### src/rtl/task_scheduler_pkg.sv
// Shared types and constants for the hardware test-run scheduler.
package task_scheduler_pkg;

  typedef enum logic [2:0] {
    StIdle,
    StScan,
    StRstTm,
    StStart,
    StWaitDone,
    StFinish
  } sched_state_e;

  // Wide enough to hold candidate index NUMBER_OF_TASKS+1 for up to 32 tasks.
  localparam int unsigned TASK_IDX_W = $clog2(33);

  localparam int unsigned DEFAULT_RST_CYCLES     = 4;
  localparam int unsigned DEFAULT_TIMEOUT_CYCLES = 1_000_000;

endpackage

### src/rtl/task_scheduler_if.sv
// Control/status and task_manager-facing signals of the scheduler.
interface task_scheduler_if #(
  parameter int unsigned CNT_W = 32
);
  logic             i_run;
  logic             i_abort;
  logic [31:0]      i_enabled_tasks;
  logic             i_tasks_done;
  logic             o_tm_rst;
  logic             o_start_tests;
  logic [31:0]      o_current_task_number;
  logic             o_busy;
  logic             o_all_done;
  logic             o_aborted;
  logic [31:0]      o_done_mask;
  logic [31:0]      o_timeout_mask;
  logic [CNT_W-1:0] o_last_cycles;

  modport master (
    input  i_run, i_abort, i_enabled_tasks, i_tasks_done,
    output o_tm_rst, o_start_tests, o_current_task_number, o_busy, o_all_done,
           o_aborted, o_done_mask, o_timeout_mask, o_last_cycles
  );

  modport slave (
    output i_run, i_abort, i_enabled_tasks, i_tasks_done,
    input  o_tm_rst, o_start_tests, o_current_task_number, o_busy, o_all_done,
           o_aborted, o_done_mask, o_timeout_mask, o_last_cycles
  );
endinterface

### src/rtl/task_scheduler.sv
// Walks the enabled-task mask, runs each task on task_manager and records
// per-task done/timeout status plus the latency of the last finished task.
module task_scheduler
  import task_scheduler_pkg::*;
#(
  parameter int unsigned NUMBER_OF_TASKS = 16,
  parameter int unsigned RST_CYCLES      = DEFAULT_RST_CYCLES,
  parameter int unsigned TIMEOUT_CYCLES  = DEFAULT_TIMEOUT_CYCLES,
  parameter int unsigned CNT_W           = 32
) (
  input logic              i_clk,
  input logic              i_rst_n,
  task_scheduler_if.master bus
);

  localparam int unsigned RstW = (RST_CYCLES > 1) ? $clog2(RST_CYCLES) : 1;
  localparam logic [RstW-1:0]       RstLast  = RstW'(RST_CYCLES - 1);
  localparam logic [CNT_W-1:0]      TmoLast  = CNT_W'(TIMEOUT_CYCLES - 1);
  localparam logic [CNT_W-1:0]      TmoVal   = CNT_W'(TIMEOUT_CYCLES);
  localparam logic [TASK_IDX_W-1:0] NumTasks = TASK_IDX_W'(NUMBER_OF_TASKS);

  sched_state_e          state_q, state_d;
  logic [TASK_IDX_W-1:0] idx_q, idx_d, cand;
  logic [RstW-1:0]       rst_cnt_q, rst_cnt_d;
  logic [CNT_W-1:0]      cnt_q, cnt_d;
  logic [CNT_W-1:0]      last_q, last_d;
  logic [31:0]           cur_q, cur_d;
  logic [31:0]           done_q, done_d;
  logic [31:0]           tmo_q, tmo_d;
  logic                  aborted_q, aborted_d;
  logic                  tm_rst_q, start_q, busy_q, all_done_q;
  logic [4:0]            task_bit;
  logic                  abort_req;

  assign cand      = idx_q + TASK_IDX_W'(1);
  // idx_q already holds the running task number k, so its mask bit is k-1.
  assign task_bit  = idx_q[4:0] - 5'd1;
  assign abort_req = bus.i_abort && (state_q != StIdle) && (state_q != StFinish);

  always_comb begin
    state_d   = state_q;
    idx_d     = idx_q;
    rst_cnt_d = rst_cnt_q;
    cnt_d     = cnt_q;
    last_d    = last_q;
    cur_d     = cur_q;
    done_d    = done_q;
    tmo_d     = tmo_q;
    aborted_d = aborted_q;

    unique case (state_q)
      StIdle: begin
        if (bus.i_run) begin
          done_d    = '0;
          tmo_d     = '0;
          aborted_d = 1'b0;
          last_d    = '0;
          idx_d     = '0;
          state_d   = StScan;
        end
      end
      StScan: begin
        idx_d = cand;
        if (cand > NumTasks) begin
          state_d = StFinish;
        end else if (bus.i_enabled_tasks[idx_q[4:0]]) begin
          cur_d     = 32'(cand);
          rst_cnt_d = '0;
          state_d   = StRstTm;
        end
      end
      StRstTm: begin
        if (rst_cnt_q == RstLast) begin
          state_d = StStart;
        end else begin
          rst_cnt_d = rst_cnt_q + RstW'(1);
        end
      end
      StStart: begin
        cnt_d   = '0;
        state_d = StWaitDone;
      end
      StWaitDone: begin
        if (cnt_q != '1) cnt_d = cnt_q + CNT_W'(1);
        if (bus.i_tasks_done) begin
          done_d[task_bit] = 1'b1;
          last_d           = cnt_q + CNT_W'(1);
          state_d          = StScan;
        end else if (cnt_q == TmoLast) begin
          tmo_d[task_bit] = 1'b1;
          last_d          = TmoVal;
          state_d         = StScan;
        end
      end
      StFinish: begin
        cur_d   = '0;
        state_d = StIdle;
      end
      default: state_d = StIdle;
    endcase

    // Abort beats a simultaneous done/timeout: results of the current task are discarded.
    if (abort_req) begin
      state_d   = StFinish;
      aborted_d = 1'b1;
      done_d    = done_q;
      tmo_d     = tmo_q;
      last_d    = last_q;
    end
  end

  always_ff @(posedge i_clk or negedge i_rst_n) begin
    if (!i_rst_n) begin
      state_q    <= StIdle;
      idx_q      <= '0;
      rst_cnt_q  <= '0;
      cnt_q      <= '0;
      last_q     <= '0;
      cur_q      <= '0;
      done_q     <= '0;
      tmo_q      <= '0;
      aborted_q  <= 1'b0;
      tm_rst_q   <= 1'b1;
      start_q    <= 1'b0;
      busy_q     <= 1'b0;
      all_done_q <= 1'b0;
    end else begin
      state_q    <= state_d;
      idx_q      <= idx_d;
      rst_cnt_q  <= rst_cnt_d;
      cnt_q      <= cnt_d;
      last_q     <= last_d;
      cur_q      <= cur_d;
      done_q     <= done_d;
      tmo_q      <= tmo_d;
      aborted_q  <= aborted_d;
      // Control outputs are registered from the next state so they align with it.
      tm_rst_q   <= (state_d != StStart) && (state_d != StWaitDone);
      start_q    <= (state_d == StStart);
      busy_q     <= (state_d != StIdle);
      all_done_q <= (state_d == StFinish);
    end
  end

  assign bus.o_tm_rst              = tm_rst_q;
  assign bus.o_start_tests         = start_q;
  assign bus.o_current_task_number = cur_q;
  assign bus.o_busy                = busy_q;
  assign bus.o_all_done            = all_done_q;
  assign bus.o_aborted             = aborted_q;
  assign bus.o_done_mask           = done_q;
  assign bus.o_timeout_mask        = tmo_q;
  assign bus.o_last_cycles         = last_q;

endmodule

### src/flat_wrapper.sv
// flat-port wrapper written by rule: the top's interface ports become plain ports
module task_scheduler_flat import task_scheduler_pkg::*;
#(
  parameter int unsigned NUMBER_OF_TASKS = 16,
  parameter int unsigned RST_CYCLES      = DEFAULT_RST_CYCLES,
  parameter int unsigned TIMEOUT_CYCLES  = DEFAULT_TIMEOUT_CYCLES,
  parameter int unsigned CNT_W           = 32
)
  (i_clk, i_rst_n, bus_i_run, bus_i_abort, bus_i_enabled_tasks, bus_i_tasks_done, bus_o_tm_rst, bus_o_start_tests, bus_o_current_task_number, bus_o_busy, bus_o_all_done, bus_o_aborted, bus_o_done_mask, bus_o_timeout_mask, bus_o_last_cycles);
  task_scheduler_if #(.CNT_W(CNT_W)) bus_i ();
  input logic i_clk;
  input logic i_rst_n;
  input wire logic [$bits(bus_i.i_run)-1:0] bus_i_run;
  input wire logic [$bits(bus_i.i_abort)-1:0] bus_i_abort;
  input wire logic [$bits(bus_i.i_enabled_tasks)-1:0] bus_i_enabled_tasks;
  input wire logic [$bits(bus_i.i_tasks_done)-1:0] bus_i_tasks_done;
  output wire logic [$bits(bus_i.o_tm_rst)-1:0] bus_o_tm_rst;
  output wire logic [$bits(bus_i.o_start_tests)-1:0] bus_o_start_tests;
  output wire logic [$bits(bus_i.o_current_task_number)-1:0] bus_o_current_task_number;
  output wire logic [$bits(bus_i.o_busy)-1:0] bus_o_busy;
  output wire logic [$bits(bus_i.o_all_done)-1:0] bus_o_all_done;
  output wire logic [$bits(bus_i.o_aborted)-1:0] bus_o_aborted;
  output wire logic [$bits(bus_i.o_done_mask)-1:0] bus_o_done_mask;
  output wire logic [$bits(bus_i.o_timeout_mask)-1:0] bus_o_timeout_mask;
  output wire logic [$bits(bus_i.o_last_cycles)-1:0] bus_o_last_cycles;
  assign bus_i.i_run = bus_i_run;
  assign bus_i.i_abort = bus_i_abort;
  assign bus_i.i_enabled_tasks = bus_i_enabled_tasks;
  assign bus_i.i_tasks_done = bus_i_tasks_done;
  assign bus_o_tm_rst = bus_i.o_tm_rst;
  assign bus_o_start_tests = bus_i.o_start_tests;
  assign bus_o_current_task_number = bus_i.o_current_task_number;
  assign bus_o_busy = bus_i.o_busy;
  assign bus_o_all_done = bus_i.o_all_done;
  assign bus_o_aborted = bus_i.o_aborted;
  assign bus_o_done_mask = bus_i.o_done_mask;
  assign bus_o_timeout_mask = bus_i.o_timeout_mask;
  assign bus_o_last_cycles = bus_i.o_last_cycles;
  task_scheduler #(.NUMBER_OF_TASKS(NUMBER_OF_TASKS), .RST_CYCLES(RST_CYCLES), .TIMEOUT_CYCLES(TIMEOUT_CYCLES), .CNT_W(CNT_W)) u_core (.i_clk(i_clk), .i_rst_n(i_rst_n), .bus(bus_i));
endmodule
### config.mk
export PLATFORM = sky130hd
export DESIGN_NAME = task_scheduler_flat
export DESIGN_NICKNAME = d
export VERILOG_FILES = /design/src/rtl/task_scheduler_pkg.sv /design/src/rtl/task_scheduler_if.sv /design/src/rtl/task_scheduler.sv /design/src/flat_wrapper.sv
export SDC_FILE = /design/constraint.sdc
export NUM_CORES = 1
export LEC_CHECK = 0
export CORE_MARGIN = 2
export CORE_UTILIZATION = 24
export CTS_CLUSTER_SIZE = 30
export DETAILED_ROUTE_END_ITERATION = 6
export RECOVER_POWER = 25
export SKIP_CTS_REPAIR_TIMING = 1
export SLEW_MARGIN = 20
export SYNTH_ARGS = -nofsm -noshare
export SYNTH_HDL_FRONTEND = slang
export SYNTH_SLANG_ARGS = --single-unit
export TNS_END_PERCENT = 30
### constraint.sdc
create_clock -name i_clk -period 5.2 [get_ports i_clk]
set_clock_uncertainty 0.05 [all_clocks]
set_input_delay 0.52 -clock i_clk [delete_from_list [all_inputs] [get_ports i_clk]]
set_output_delay 0.52 -clock i_clk [all_outputs]
set_load 0.01 [all_outputs]
==> metrics.csv, run 1 <==
stage,metric,value,unit
timing,Max-slew headroom,-87.4,%
logic_synthesis,post-synthesis async set-or-reset flop share,100,%
timing,"Slew Viols, Final",112,
floorplanning,die area,32700,um2
cts,CTS clock-pin slew for the worst setup and hold paths,0.07,ns
critical_path,worst-path cell with the longest stage delay,a21oi_1,
timing,Tmin final,2.89,ns
cells_and_area,diode count,0,
logic_synthesis,Post-synth EDFFs,0,
logic_synthesis,Post-Synthesis Cell Area,7510,um2
critical_path,r2r setup slk,2.31,ns
cts,total CTS buffers,17,
floorplanning,die width,181,um
cells_and_area,post-route cell area,9790,um2
timing,crit share post-route,55.6,%
cts,clk sinks,150,
place,routability congestion estimate,0.802,
cells_and_area,register area,3750,um2
timing,Final Hold Fails,0,
critical_path,Critical Path Most Common Cell,a21oi_1,
logic_synthesis,Cells after Synth,785,
critical_path,WS Path Type,reg -> reg,
critical_path,WP data arrival,3.20,ns
cts,CTS tree,yes,
logic_synthesis,Main synth FF type,dfrtp_1,
floorplanning,Starting Density,24.5,%
timing,sum of negative setup slack,0,ns
critical_path,Critical Path Fanout Max,16,
cts,htree depth,4,
place,HPWL Detailed,15400,um
place,port bufs,143,
route,WL per Instance,16.8,um
global_routing,vias in the first global route,5979,
logic_synthesis,Netlist cell types,59,
cells_and_area,share of cells above drive strength 1,6.22,%
critical_path,CP Launch Type,register,
floorplanning,Die Span Y,181,um
run_status,violated checks,"max-capacitance violations, max-slew violations",
timing,Final Setup Violations,0,
floorplanning,io pins,170,
timing,slew of the pin with the lowest slew margin,2.81,ns
pwr,pwr dens,485,nW/um2
job,max cap viols,1,
floorplanning,Core Box Area,30700,um2
cells_and_area,Final #Nets,946,
critical_path,CP required,5.51,ns
route,Residual DRC,0,
route,Initial DRC Count,324,
hold_path,Hold Path Class,reg -> reg,
global_routing,Overflow after GRT,0,
global_routing,GRT Total Usage,13.5,%
critical_path,Critical Path End Type,register,
place,DP Area,9180,um2
cts,clock root cell,clkbuf_16,
floorplanning,site row count,64,
timing,setup ws final,2.31,ns
pwr,VDD IR max,179,uV
global_routing,global-route wire length before repair,34700,um
timing,FMAX,0.346,GHz
critical_path,critical path's largest stage delay,0.59,ns
critical_path,critical-path cell list,inv_1 > ha_1 > nor3b_1 > o22ai_1 > a21o_1 > a21oi_1 > a21oi_1 > nor2_1,
logic_synthesis,syn avg cell area,9.56,um2
logic_synthesis,synth warn,0,
route,router iterations before antenna repair,4,
pwr,LEAKAGE,4.15,nW
cts,Bufs on Longest Clock Path,2,
logic_synthesis,"Seq/Total Area, Yosys",50.0,%
cells_and_area,area delta synth->final,30.4,%
cells_and_area,area of the multi-input gates,3390,um2
place,Placement Setup Slack,2.24,ns
route,routed wire length,22100,um
global_routing,largest net degree at the start of global routing,112,
cells_and_area,Filler Cell Count,3136,
logic_synthesis,synthesized flop and latch total,150,
global_routing,initial antenna violation count,0,
route,DR vias/cell,4.69,
route,Final ANT Viol Nets,0,
run_status,status,"complete, but fails checks",
cts,worst-skew pair later-pin latency,0.44,ns
timing,RSZ-0062 raised after global routing,no,
route,via count,6148,
flip-flops by register name (all words and copies together), names as in the netlist:
register                          flops
u_core.bus.o_done_mask               32
u_core.bus.o_timeout_mask            32
u_core.cnt_q                         32
u_core.idx_q                          6
u_core.bus.o_all_done                 1
u_core.bus.o_busy                     1
u_core.bus.o_last_cycles             32
u_core.bus.o_current_task_number      6
u_core.bus.o_start_tests              1
u_core.bus.o_aborted                  1
u_core.state_q                        3
u_core.bus.o_tm_rst                   1
u_core.rst_cnt_q                      2
synth_stat cells (17+ instances only):
master	n	area, um2
xnor2_1	26	228
o2bb2ai_1	22	193
a21oi_1	82	410
mux2i_1	22	220
a31oi_1	21	131
nand3_1	21	105
clkbuf_1	34	128
buf_4	30	225
o21ai_0	34	170
nor3_1	17	85.1
nand2_1	50	188
nor2_1	108	405
dfrtp_1	149	3730
critical path: cells and delay by family, from the launching register on:
kind	cells	cell delay, ns
AO/OA/AOI/OAI	4	1.09
adder cells (fa/ha/maj)	1	0.55
buffers and inverters	1	0.18
flip-flops	1	0.55
AND/OR/NAND/NOR	2	0.40
worst paths after layout:
check,from,end,depth (start not counted)
setup / recovery,u_core.idx_q[1],u_core.bus.o_timeout_mask[20],8
hold / removal,u_core.bus.o_last_cycles[10],u_core.bus.o_last_cycles[10],1
setup reg to reg,u_core.idx_q[1],u_core.bus.o_timeout_mask[20],8
hold reg to reg,u_core.bus.o_last_cycles[10],u_core.bus.o_last_cycles[10],1
max in group asynchronous,i_rst_n,u_core.bus.o_tm_rst,2
min in group asynchronous,i_rst_n,u_core.bus.o_last_cycles[21],1
report_power, final:
| group | internal, W | switching (W) | total, W |
|---|---|---|---|
| Clock | 0.000774 | 0.000524 | 0.00130 |
| Combinational | 0.000749 | 0.00110 | 0.00185 |
| Sequential | 0.00138 | 0.000222 | 0.00160 |
| Total | 0.00291 | 0.00185 | 0.00475 |
area by class of cell:
cell class                      count  area share [%]
Multi-Input combinational cell    571            34.7
Inverter                           12           0.460
Sequential cell                   150            38.3
Tap cell                          396            5.06
Timing Repair Buffer              151            15.2
Clock inverter                     13            1.73
Clock buffer                       19            4.52
cells by family after synthesis:
group	Yosys count	share of synthesized area, %
adder cells (fa/ha/maj)	6	1.00
flip-flops	150	50.0
AO/OA/AOI/OAI	211	17.7
AND/OR/NAND/NOR	265	17.2
buffers and inverters	89	6.18
XOR/XNOR	38	4.43
multiplexers	25	3.43
other	1	0.0499
placed cells by master, fill, tap and decap left out, drive strengths merged, types with 5 or more instances in the layout:
cell	synthesis	layout
xor2	12	12
a41oi	7	7
nor3	18	18
nor2	108	108
o22a	9	9
a21oi	82	82
o31ai	7	7
nand3	22	22
o21ai	35	35
nor4	7	7
and4	5	5
a21o	6	6
inv	12	17
ha	6	6
xnor2	26	26
mux2i	22	22
clkbuf	34	20
nand2b	11	11
nand2	51	51
o2bb2ai	22	22
conb	1	26
nand4	8	8
nor2b	6	6
and2	6	6
a31oi	21	21
dfrtp	149	149
and3	12	12
clkdlybuf4s50	0	142
buf	43	8
per-layer routing:
layer / part of all wire [%] / wire length (um) / track usage [%]
met1: 48 / 10600 / 18.6
met2: 45 / 9820 / 20.0
met3: 4.6 / 1020 / 3.37
met4: 2.7 / 596 / 5.71
met5: 0 / 0 / 0
per-stage QoR:
stage / std cells / utilization [%] / total power [W] / hold WS, ns
3_5_place_dp: 1279 / 29.9 / 0.00348 / 0.429
5_1_grt: 1312 / 31.9 / 0.00506 / 0.458
6_report: 1312 / 31.9 / 0.00475 / 0.441
2_1_floorplan: 810 / - / 0.00271 / 0.174
4_1_cts: 1311 / 31.9 / 0.00480 / 0.222
3_3_place_gp: 1279 / 29.9 / 0.00347 / 0.423
(Power assumes the default switching activity.)
==> run 2: changes to the inputs <==
clock period = 2.8 ns   (was 5.2 ns; I/O delays follow)
==> metrics.csv, run 2 (same netlist as run 1, synthesis figures left out) <==
stage,metric,value,unit,change
run_status,status,"complete, but fails checks",,
run_status,violated checks,"max-capacitance violations, max-slew violations",,
cts,CTS tree,yes,,
hold_path,Hold Path Class,reg -> reg,,
critical_path,reg2reg start,u_core.cnt_q[29],,
timing,Final Hold Fails,0,,unchanged
timing,FMAX,0.389,GHz,+13%
floorplanning,Die Span Y,181,um,unchanged
cells_and_area,most frequent cells in the layout,"dfrtp_1 (149), clkdlybuf4s50_1 (142), nor2_1 (108)",,
pwr,Pint,0.00581,W,+100%
critical_path,CP endpoint,u_core.bus.o_timeout_mask[27],,
route,routed wire length,22400,um,+1.5%
pwr,LEAKAGE,4.36,nW,+5.0%
critical_path,WP buf/inv,0,,-1
floorplanning,io pins,170,,unchanged
critical_path,WP depth,6,,-2
floorplanning,Core Box Area,30700,um2,unchanged
place,port bufs,143,,unchanged
route,Residual DRC,0,,unchanged
floorplanning,die area,32700,um2,unchanged
pwr,pwr dens,914,nW/um2,+88%
cells_and_area,diode count,0,,unchanged
global_routing,largest net degree at the start of global routing,65,,-42%
global_routing,GRT Total Usage,13.9,%,+0.42 points
critical_path,Critical Path Fanout Max,8,,-8
cells_and_area,Filler Cell Count,3106,,-0.96%
cells_and_area,number of non-filler instances in the completed layout,1345,,+2.5%
critical_path,Critical Path End Type,register,,
timing,crit share post-route,91.8,%,+36 points
route,WL per Instance,16.6,um,-1.0%
route,router iterations before antenna repair,5,,+1
cts,htree depth,4,,unchanged
timing,RSZ-0062 raised after global routing,no,,
timing,"Slew Viols, Final",63,,-44%
pwr,clock share of power,28.1,%,+0.8 points
pwr,share of total power in sequential cells,31.7,%,-2.1 points
cells_and_area,share of cells above drive strength 1,9.06,%,+2.8 points
place,DP Area,9420,um2,+2.7%
cts,CTS clock-pin slew for the worst setup and hold paths,0.06,ns,about the same
critical_path,CP Launch Type,register,,
cts,clock root cell,clkbuf_16,,
critical_path,WP data arrival,2.88,ns,-0.32 ns
place,routability congestion estimate,0.829,,+3.4%
timing,slew of the pin with the lowest slew margin,1.70,ns,-1.12 ns
route,Initial DRC Count,492,,+52%
place,HPWL Detailed,16200,um,+5.1%
critical_path,critical path's largest stage delay,0.56,ns,-0.03 ns
route,DR vias/cell,4.71,,+0.51%
route,via count,6335,,+3.0%
critical_path,reg2reg end,u_core.bus.o_timeout_mask[27],,
pwr,Switching Share,37.1,%,-1.8 points
cts,Bufs on Longest Clock Path,2,,unchanged
timing,worst hold slack,0.437,ns,-0.00318 ns
cells_and_area,area delta synth->final,34.6,%,
global_routing,Overflow after GRT,0,,unchanged
critical_path,critical path's top delay family,simple AND/OR/NAND/NOR gates,,
place,dpl cells,1309,,+2.3%
cells_and_area,"most common cell after layout, fill and taps aside",dfrtp_1,,
timing,Final Setup Violations,0,,unchanged
global_routing,vias in the first global route,6285,,+5.1%
pwr,VDD IR max,420,uV,+140%
floorplanning,Starting Density,24.5,%,unchanged
critical_path,CP required,3.11,ns,-2.40 ns
route,Final ANT Viol Nets,0,,unchanged
timing,Tmin final,2.57,ns,-0.324 ns
cts,clk sinks,150,,unchanged
critical_path,worst-case reg-to-reg path depth,6,,-2
timing,sum of negative setup slack,0,ns,unchanged
critical_path,r2r setup slk,0.23,ns,-2.08 ns
pwr,Switch Pwr,0.00343,W,+85%
global_routing,initial antenna violation count,0,,unchanged
global_routing,global-route wire length before repair,35800,um,+3.1%
critical_path,critical-path cell list,nor4_1 > nand4_1 > or4_4 > a21boi_2 > a41oi_1 > nor2_1,,
job,max cap viols,1,,unchanged
cts,total CTS buffers,17,,unchanged
cells_and_area,Final #Nets,979,,+3.5%
pwr,combinational power share,40.2,%,+1.3 points
cells_and_area,post-route cell area,10100,um2,+3.2%
critical_path,worst-path cell with the longest stage delay,or4_4,,
critical_path,CP Launch Point,u_core.cnt_q[29],,
floorplanning,die width,181,um,unchanged
timing,Max-slew headroom,-13.0,%,+74 points
floorplanning,site row count,64,,unchanged
critical_path,WS Path Type,reg -> reg,,
cts,worst-skew pair later-pin latency,0.43,ns,about the same
-- run 2: changes by cell type in the layout (fill, tap and decap cells not counted), sizes merged --
cell and change:
clkbuf +4, clkinvlp -4, bufinv +3, buf +31
dlygate4sd3 +1, clkinv +3, inv -5
-- run 2: routing by layer --
metal | wire (um) | track usage [%]
met1 | 10600 | 19.4
met2 | 10100 | 20.7
met3 | 1190 | 3.27
met4 | 520 | 5.29
met5 | 0 | 0
-- run 2: power groups by stage --
stage | Sequential [W] | Clock (W) | Combinational [W]
after floorplan | 0.00297 | 0 | 0.00206
after CTS | 0.00293 | 0.00263 | 0.00373
after detailed placement | 0.00297 | 0 | 0.00371
final | 0.00293 | 0.00259 | 0.00371
after global routing | 0.00299 | 0.00273 | 0.00409
after global placement | 0.00296 | 0 | 0.00370
-- run 2: final cells by class --
class                           count  area, um2  share of cell area [%]
Clock buffer                       22        454                    4.49
Clock inverter                     10        204                    2.02
Multi-Input combinational cell    571       3390                    33.6
Inverter                           12       45.0                   0.446
Sequential cell                   150       3750                    37.2
Tap cell                          396        495                    4.90
Timing Repair Buffer              184       1760                    17.4
-- run 2: worst min-delay path by stage --
stage | from | to | slack, ns | cells past startpoint
floorplan | i_rst_n | u_core.bus.o_aborted | -0.07 | 0
global placement | i_rst_n | u_core.bus.o_last_cycles[12] | 0.26 | 1
detailed placement | i_rst_n | u_core.bus.o_last_cycles[12] | 0.27 | 1
CTS | i_rst_n | u_core.bus.o_last_cycles[12] | -0.19 | 1
global route | u_core.bus.o_last_cycles[22] | u_core.bus.o_last_cycles[22] | 0.45 | 1
finish | u_core.bus.o_last_cycles[27] | u_core.bus.o_last_cycles[27] | 0.44 | 1
-- run 2: through the flow --
step	total power [W]	util, %	worst slack (ns)
detailed placement	0.00668	30.7	0.102
CTS	0.00929	32.9	0.0922
finish	0.00923	32.9	0.231
floorplan	0.00503	-	0.457
global placement	0.00666	30.7	0.178
global route	0.00982	32.9	0.0131
